## src/rtl/dmem_access_seq.sv

```systemverilog
// Data-memory access sequencer: turns one core load/store into one or two aligned
// word accesses, with byte-lane steering, load extension and error reporting.
module dmem_access_seq #(
    parameter bit SPLIT_EN = 1'b1
) (
    input  logic        clk,
    input  logic        rst,
    input  logic        core_req,
    input  logic        core_we,
    input  logic [1:0]  core_size,
    input  logic        core_uns,
    input  logic [31:0] core_addr,
    input  logic [31:0] core_wdata,
    output logic        core_ready,
    output logic        core_done,
    output logic        core_err,
    output logic [31:0] core_rdata,
    output logic        mem_req,
    output logic        mem_we,
    output logic [31:0] mem_addr,
    output logic [3:0]  mem_be,
    output logic [31:0] mem_wdata,
    input  logic        mem_gnt,
    input  logic        mem_rvalid,
    input  logic [31:0] mem_rdata
);

    typedef enum logic [2:0] {IDLE, REQ0, WAIT0, REQ1, WAIT1, ERR} state_t;

    state_t      state, state_nxt;
    logic        we_q, uns_q;
    logic [1:0]  size_q;
    logic [31:0] addr_q, wdata_q, rdata0_q;

    logic [2:0]  in_n, cap_n;
    logic        in_split, cap_split;
    logic [3:0]  byte_mask;
    logic [7:0]  mask8;
    logic [4:0]  sh;
    logic [5:0]  rot_start;
    logic [63:0] wdbl, rd_pair;
    logic [31:0] rd_win, rd_ext;
    logic [31:0] word0_addr;

    always_comb begin
        case (core_size)
            2'b00:   in_n = 3'd1;
            2'b01:   in_n = 3'd2;
            default: in_n = 3'd4;
        endcase
        case (size_q)
            2'b00:   begin cap_n = 3'd1; byte_mask = 4'b0001; end
            2'b01:   begin cap_n = 3'd2; byte_mask = 4'b0011; end
            default: begin cap_n = 3'd4; byte_mask = 4'b1111; end
        endcase
    end

    // o + n > 4 means the bytes straddle a word boundary
    assign in_split   = ({1'b0, core_addr[1:0]} + in_n) > 3'd4;
    assign cap_split  = ({1'b0, addr_q[1:0]} + cap_n) > 3'd4;
    assign mask8      = {4'b0000, byte_mask} << addr_q[1:0];
    assign sh         = {addr_q[1:0], 3'b000};
    assign word0_addr = {addr_q[31:2], 2'b00};

    always_ff @(posedge clk) begin
        if (rst) begin
            state    <= IDLE;
            we_q     <= 1'b0;
            uns_q    <= 1'b0;
            size_q   <= 2'b00;
            addr_q   <= 32'h0;
            wdata_q  <= 32'h0;
            rdata0_q <= 32'h0;
        end else begin
            state <= state_nxt;
            if (state == IDLE && core_req) begin
                we_q    <= core_we;
                uns_q   <= core_uns;
                size_q  <= core_size;
                addr_q  <= core_addr;
                wdata_q <= core_wdata;
            end
            if (state == WAIT0 && mem_rvalid) begin
                rdata0_q <= mem_rdata;
            end
        end
    end

    always_comb begin
        state_nxt  = state;
        core_ready = 1'b0;
        core_done  = 1'b0;
        core_err   = 1'b0;
        mem_req    = 1'b0;
        case (state)
            IDLE: begin
                core_ready = 1'b1;
                if (core_req) begin
                    if (core_size == 2'b11 || (!SPLIT_EN && in_split)) state_nxt = ERR;
                    else                                               state_nxt = REQ0;
                end
            end
            REQ0: begin
                mem_req = 1'b1;
                if (mem_gnt) state_nxt = WAIT0;
            end
            WAIT0: begin
                if (mem_rvalid) begin
                    if (cap_split) begin
                        state_nxt = REQ1;
                    end else begin
                        core_done = 1'b1;
                        state_nxt = IDLE;
                    end
                end
            end
            REQ1: begin
                mem_req = 1'b1;
                if (mem_gnt) state_nxt = WAIT1;
            end
            WAIT1: begin
                if (mem_rvalid) begin
                    core_done = 1'b1;
                    state_nxt = IDLE;
                end
            end
            ERR: begin
                core_done = 1'b1;
                core_err  = 1'b1;
                state_nxt = IDLE;
            end
            default: state_nxt = IDLE;
        endcase
    end

    // Store lanes: rotate left by the byte offset; the same image serves both accesses
    assign wdbl      = {wdata_q, wdata_q};
    assign rot_start = 6'd32 - {1'b0, sh};

    always_comb begin
        mem_we    = 1'b0;
        mem_addr  = 32'h0;
        mem_be    = 4'h0;
        mem_wdata = 32'h0;
        if (mem_req) begin
            mem_we    = we_q;
            mem_addr  = (state == REQ1) ? word0_addr + 32'd4 : word0_addr;
            mem_be    = (state == REQ1) ? mask8[7:4] : mask8[3:0];
            mem_wdata = wdbl[rot_start +: 32];
        end
    end

    // Load path: second word is live rdata in WAIT1, zero for a single access
    always_comb begin
        rd_pair = (state == WAIT1) ? {mem_rdata, rdata0_q} : {32'h0, mem_rdata};
        rd_win  = rd_pair[{1'b0, sh} +: 32];
        case (size_q)
            2'b00:   rd_ext = {{24{~uns_q & rd_win[7]}},  rd_win[7:0]};
            2'b01:   rd_ext = {{16{~uns_q & rd_win[15]}}, rd_win[15:0]};
            default: rd_ext = rd_win;
        endcase
        core_rdata = (core_done && !core_err && !we_q) ? rd_ext : 32'h0;
    end

endmodule

```

## config.mk

```make
export PLATFORM = sky130hd
export DESIGN_NAME = dmem_access_seq
export DESIGN_NICKNAME = d
export VERILOG_FILES = /design/src/rtl/dmem_access_seq.sv
export SDC_FILE = /design/constraint.sdc
export NUM_CORES = 1
export LEC_CHECK = 0
export ABC_AREA = 0
export CORE_UTILIZATION = 44
export DETAILED_ROUTE_END_ITERATION = 8
export PLACE_DENSITY = 0.85
export SETUP_SLACK_MARGIN = 0.15
export SYNTH_ARGS = -nofsm -noshare
export SYNTH_HDL_FRONTEND = slang
export SYNTH_SLANG_ARGS = --single-unit
```

## constraint.sdc

```tcl
create_clock -name clk -period 3.2 [get_ports clk]
set_clock_uncertainty 0.05 [all_clocks]
set_input_delay 0.32 -clock clk [delete_from_list [all_inputs] [get_ports clk]]
set_output_delay 0.32 -clock clk [all_outputs]
set_load 0.01 [all_outputs]
```

=== Yosys cells after proc, flatten, opt, wreduce, memory -nomap -nowiden ===
Cells that the tools add are included.
W data, S select, Z words.

* Bitwise logic cells: 3
* Reductions and logical operators: 10
* Equal/unequal tests: 12
* Shift operators: 3
* Magnitude comparators: 1
* Multiplexer cells: 26
* Add/subtract/negate cells: 3

{| class="wikitable"
|+ Operator list
! operator !! count
|-
| $mux W32 || 4
|-
| $mux W64 || 1
|-
| $pmux W32 S2 || 1
|-
| $shiftx A64 B6 Y32 || 1
|-
| $shiftx A64 B7 Y32 || 1
|-
| $add A32 B3 Y32 const B || 1
|-
| $mux W3 || 6
|-
| $pmux W3 S5 || 1
|-
| $ne A2 B2 Y1 const B || 5
|-
| $mux W4 || 2
|-
| $pmux W4 S2 || 1
|-
| $shl A4 B2 Y8 || 1
|-
| $mux W1 || 7
|-
| $eq A3 B2 Y1 const B || 2
|-
| $eq A3 B3 Y1 const B || 2
|-
| $pmux W3 S2 || 1
|-
| $sub A6 B5 Y6 const A || 1
|-
| $reduce_and A5 Y1 || 1
|-
| $logic_and A1 B1 Y1 || 4
|-
| $add A2 B3 Y3 || 1
|-
| $eq A3 B1 Y1 const B || 1
|-
| $gt A3 B3 Y1 const B || 1
|-
| $logic_not A3 Y1 || 1
|-
| $pmux W1 S3 || 1
|-
| 8 further kinds || 10
|}

* Input port bits: 105
* Output and inout bits: 105
* Register bits: 103
* Word-level logic and storage cells: 65

=== Longest topological paths before layout ===
* Depth after elaboration: 10
* Mapped depth: 12
* Depth with buffers taken out: 10

=== Worst setup path after synthesis ===
OpenSTA, ideal clock, no wires.

* Path kind: register to output
* From: register size_q[1]
* To: output core_rdata[19]
* Arrival: 2708 ps
* Required time: 2830 ps
* Slack: 122 ps
* Path buffers: 2
* Stages on the path, launching flop included: 13
* Cells stage by stage: dfxtp_1 buf_2 or2_2 clkinv_1 ha_1 inv_1 fa_1 and2_1 o21ai_0 a211o_1 a31oi_4 buf_4 and2_1

* Longest elaborated chain between the ends: 10
* Elaborated cells between the ends (all ways): 12
* Those cells by class: 1 x add/sub; 1 x order compare; 1 x eq/ne; 6 x mux; 3 x reduce/logical

{| class="wikitable"
|+ RTL lines
! item !! line !! text
|-
| from (decl) || 32 || <nowiki>logic [1:0] size_q;</nowiki>
|-
| from (signal assigned) || 79 || <nowiki>size_q <= core_size;</nowiki>
|-
| $eq A2 B1 Y1 or $logic_not A2 Y1 (tied branches) || 51, 157 ||
|-
| $pmux W3 S2 || 51 || <nowiki>case (size_q)</nowiki>
|-
| $add A2 B3 Y3 || 60 || <nowiki>assign cap_split = ({1'b0, addr_q[1:0]} + cap_n) > 3'd4;</nowiki>
|-
| $gt A3 B3 Y1 || 60 ||
|-
| $mux W1 || 109 || <nowiki>if (cap_split) begin</nowiki>
|-
| $mux W1 || 108 || <nowiki>if (mem_rvalid) begin</nowiki>
|-
| $pmux W1 S3 || 95 || <nowiki>case (state)</nowiki>
|-
| $logic_and A1 B1 Y1 (2 in a row) || 162 || <nowiki>core_rdata = (core_done && !core_err && !we_q) ? rd_ext : 32'h0;</nowiki>
|-
| $mux W32 (*) || 162 ||
|-
| to (decl) || 17 || <nowiki>output logic [31:0] core_rdata,</nowiki>
|}

Mark *: on every way between the ends. The rest lies on a longest branch, timed or not.

=== Worst setup path in the final report ===
* From: register size_q[0]
* To: output core_rdata[26]

The elaborated chain is that of the path after synthesis.

==> impl_metrics.yaml <==
run_status:
  status: "complete, but fails checks"
  violations: "negative setup slack"
critical_path:
  cpPeakStageDelay_ns: 0.51
  worst_path_max_delay_cell: "fa_2"
  start_kind: "flop"
  endpoint_kind: "output port"
  r2r_slack_ns: 1.00
  criticalPathCategory: "flop to output port"
  crit_buf_inv: 6
  crit_path_max_fanout: 5
  cp_data_required_time_ns: 2.83
  crit_arrival_ns: 2.95
  cpMostUsedCell: "buf_6"
  path_cells: "or2_4 > clkinv_4 > ha_4 > inv_2 > fa_2 > and2_4 > o21ai_2 > a211o_1 > a31oi_4 > buf_6 > buf_6 > buf_6 > and2_1 > buf_2"
  crit_family: "adder cells"
sta:
  hold_viol_final: 0
  holdWs_ns: 0.403
  slew_headroom_pct: 58.5
  finalCritPeriodShare_pct: 104
  max_slew.worst_pin.slew_ns: 0.623
  fmax_mhz: 301
  report.final.slew_viol_count: 0
  period_needed_ns: 3.32
  rsz0062_at_grt: "true"
  finalSetupViolCount: 26
  setup_ws_ns: -0.121
  setup_tns_ns: -1.21
die:
  rows: 46
  coreArea_mm2: 0.0161
  dieHeight_um: 131
  dieArea_mm2: 0.0172
  die-width_um: 131
  start_util_pct: 45.6
  io_pins: 210
detailed_routing:
  drt_drc_violations_left: 0
  routedWlPerCell_um: 17.5
  via_count: 7845
  viasPerCell: 5.68
  totalWireLength_um: 24200
  drtIter0Drc: 693
  final_antenna_net_count: 0
  firstDrtPassIters: 5
grt:
  grt_pass1_vias: 7004
  antenna_found_initial: 0
  grt_pass1_wl_um: 36600
  gr-total-overflow: 0
  grt_usage_pct: 27.7
  grt_max_degree: 56
finish:
  n_antenna_cell: 0
  regArea_mm2: 0.00207
  final_nets: 1270
  fin_cells: 1381
  drive_above_1_share_pct: 15.2
  syn_to_final_growth_pct: 38.6
  n_fill_cell: 1365
  multiInputGateArea_mm2: 0.00495
clocking:
  clkTransAtPathRegs_ns: 0.06
  cts-root-buf: "clkbuf_16"
  clock_latency_ns: 0.35
  numCtsBuffers: 9
  h-tree-depth: 3
  cts_hold_buf: 0
  clkSinkCount: 103
  cts_buffer_depth: 2
  cts_tree: "done"
power:
  finalPower_mw: 3.74
  ir_drop_mv: 0.341
  power.density_mw_per_mm2: 369
  p_leak_nw: 3.45
synthesis:
  synth_area_mm2: 0.00732
  synthTopCellsByCount: "234 x nand2_1, 135 x a21oi_1, 103 x dfxtp_1, 72 x mux2i_1, 71 x nor2_1"
  ys_seq_area_share_pct: 28.2
  yosysMostFrequentCell: "nand2_1"
  synth_edf_count: 0
  async_flop_share_pct: 0
  synth_ff_type: "dfxtp_1"
  yosysTopAreaCellShare_pct: 28.2
  yosysTopAreaCell: "dfxtp_1"
  syn_inst: 978
  synth_area_leaders: "dfxtp_1 28%, nand2_1 12%, mux2i_1 9.8%"
  syn_avg_cell_area_um2: 7.49
  ys_ff_latch: 103
  synth_cell_types: 59
  ys_warn_count: 0
place:
  placedCellCount: 1349
  dp_slack_ns: -0.100
  gp_congestion: 1.00
  portBuffers: 207
  dpl.hpwl_um: 17100
worst_hold_path:
  hp-class: "flop to flop"
run:
  maxCapViolations: 0
-- layout make-up --
class,instances,area share (%)
Multi-Input combinational cell,776,48.7
Sequential cell,103,20.4
Clock inverter,5,0.801
Tap cell,216,2.66
Clock buffer,11,2.29
Timing Repair Buffer,258,24.6
Inverter,12,0.493
-- layer usage --
layer	up-vias	track usage [%]	part of all wire [%]	routed length (um)
li1	3763	-	-	-
met1	3627	35.5	41	9840
met2	388	44.2	47	11400
met3	67	6.60	8.8	2130
met4	0	12.2	3.6	873
met5	-	0	0	0
-- worst min-delay path: cells and delay by family (launching register included) --
kind,cells,cell delay [ns]
flops,1,0.31
compound gates,1,0.05
simple gates,1,0.05
-- what timing repair did --
action / in CTS / in global routing
cloned: 1 / 1
gates resized for setup: 173 / 32
pin swaps: 2 / 7
setup endpoints to repair: 79 / 78
setup buffers: 8 / 6
endpoints found under the hold margin: 0 / 0
-- metrics by stage --
step                util (%)  area [um^2]
floorplan                  -         7330
global placement        59.4         9540
detailed placement      59.4         9540
CTS                     62.0         9950
global route            63.2        10100
finish                  63.2        10100
-- cells in the final DEF (no fill, tap or decap), types with 13 or more instances in the layout --
| cell | n |
|---|---|
| o22a_1 | 17 |
| dfxtp_1 | 100 |
| nor2b_1 | 14 |
| nor3_1 | 13 |
| buf_2 | 17 |
| nand2_1 | 233 |
| o221ai_1 | 14 |
| mux2i_1 | 72 |
| clkdlybuf4s50_1 | 173 |
| and2_1 | 15 |
| mux4_2 | 14 |
| buf_4 | 36 |
| nor2_1 | 68 |
| a21oi_1 | 132 |
| o21ai_0 | 13 |
| mux2_2 | 15 |
| xnor2_1 | 18 |
| buf_6 | 24 |
-- cells by family after synthesis --
kind of cell / count (synthesis) / share of synthesized area [%]
fa+ha+maj: 5 / 0.957
buf+inv: 100 / 6.53
compound gates: 233 / 19.9
simple gates: 412 / 25.2
flops: 103 / 28.2
other cells: 1 / 0.0512
mux: 101 / 16.5
xor+xnor: 23 / 2.75
-- flip-flops by register name, summed over array words and instances (netlist names) --
register / cells
addr_q: 32
wdata_q: 32
uns_q: 1
we_q: 1
state: 3
rdata0_q: 32
size_q: 2
-- final timing paths --
path / startpoint / endpoint / cells after the start
worst max-delay path: size_q[0]$_SDFFE_PP0P_ / core_rdata[26] / 14
worst min-delay path: rdata0_q[4]$_SDFFE_PP0P_ / rdata0_q[4]$_SDFFE_PP0P_ / 2
worst max register to register: size_q[1]$_SDFFE_PP0P_ / state[1]$_SDFFE_PP0P_ / 9
worst min register to register: rdata0_q[4]$_SDFFE_PP0P_ / rdata0_q[4]$_SDFFE_PP0P_ / 2
-- where the power goes --
group / switching [mW] / internal, mW
logic: 0.596 / 0.528
clock network: 0.495 / 0.688
registers: 0.0765 / 1.36
total: 1.17 / 2.57
No activity file was read; power rests on OpenSTA's default activity.
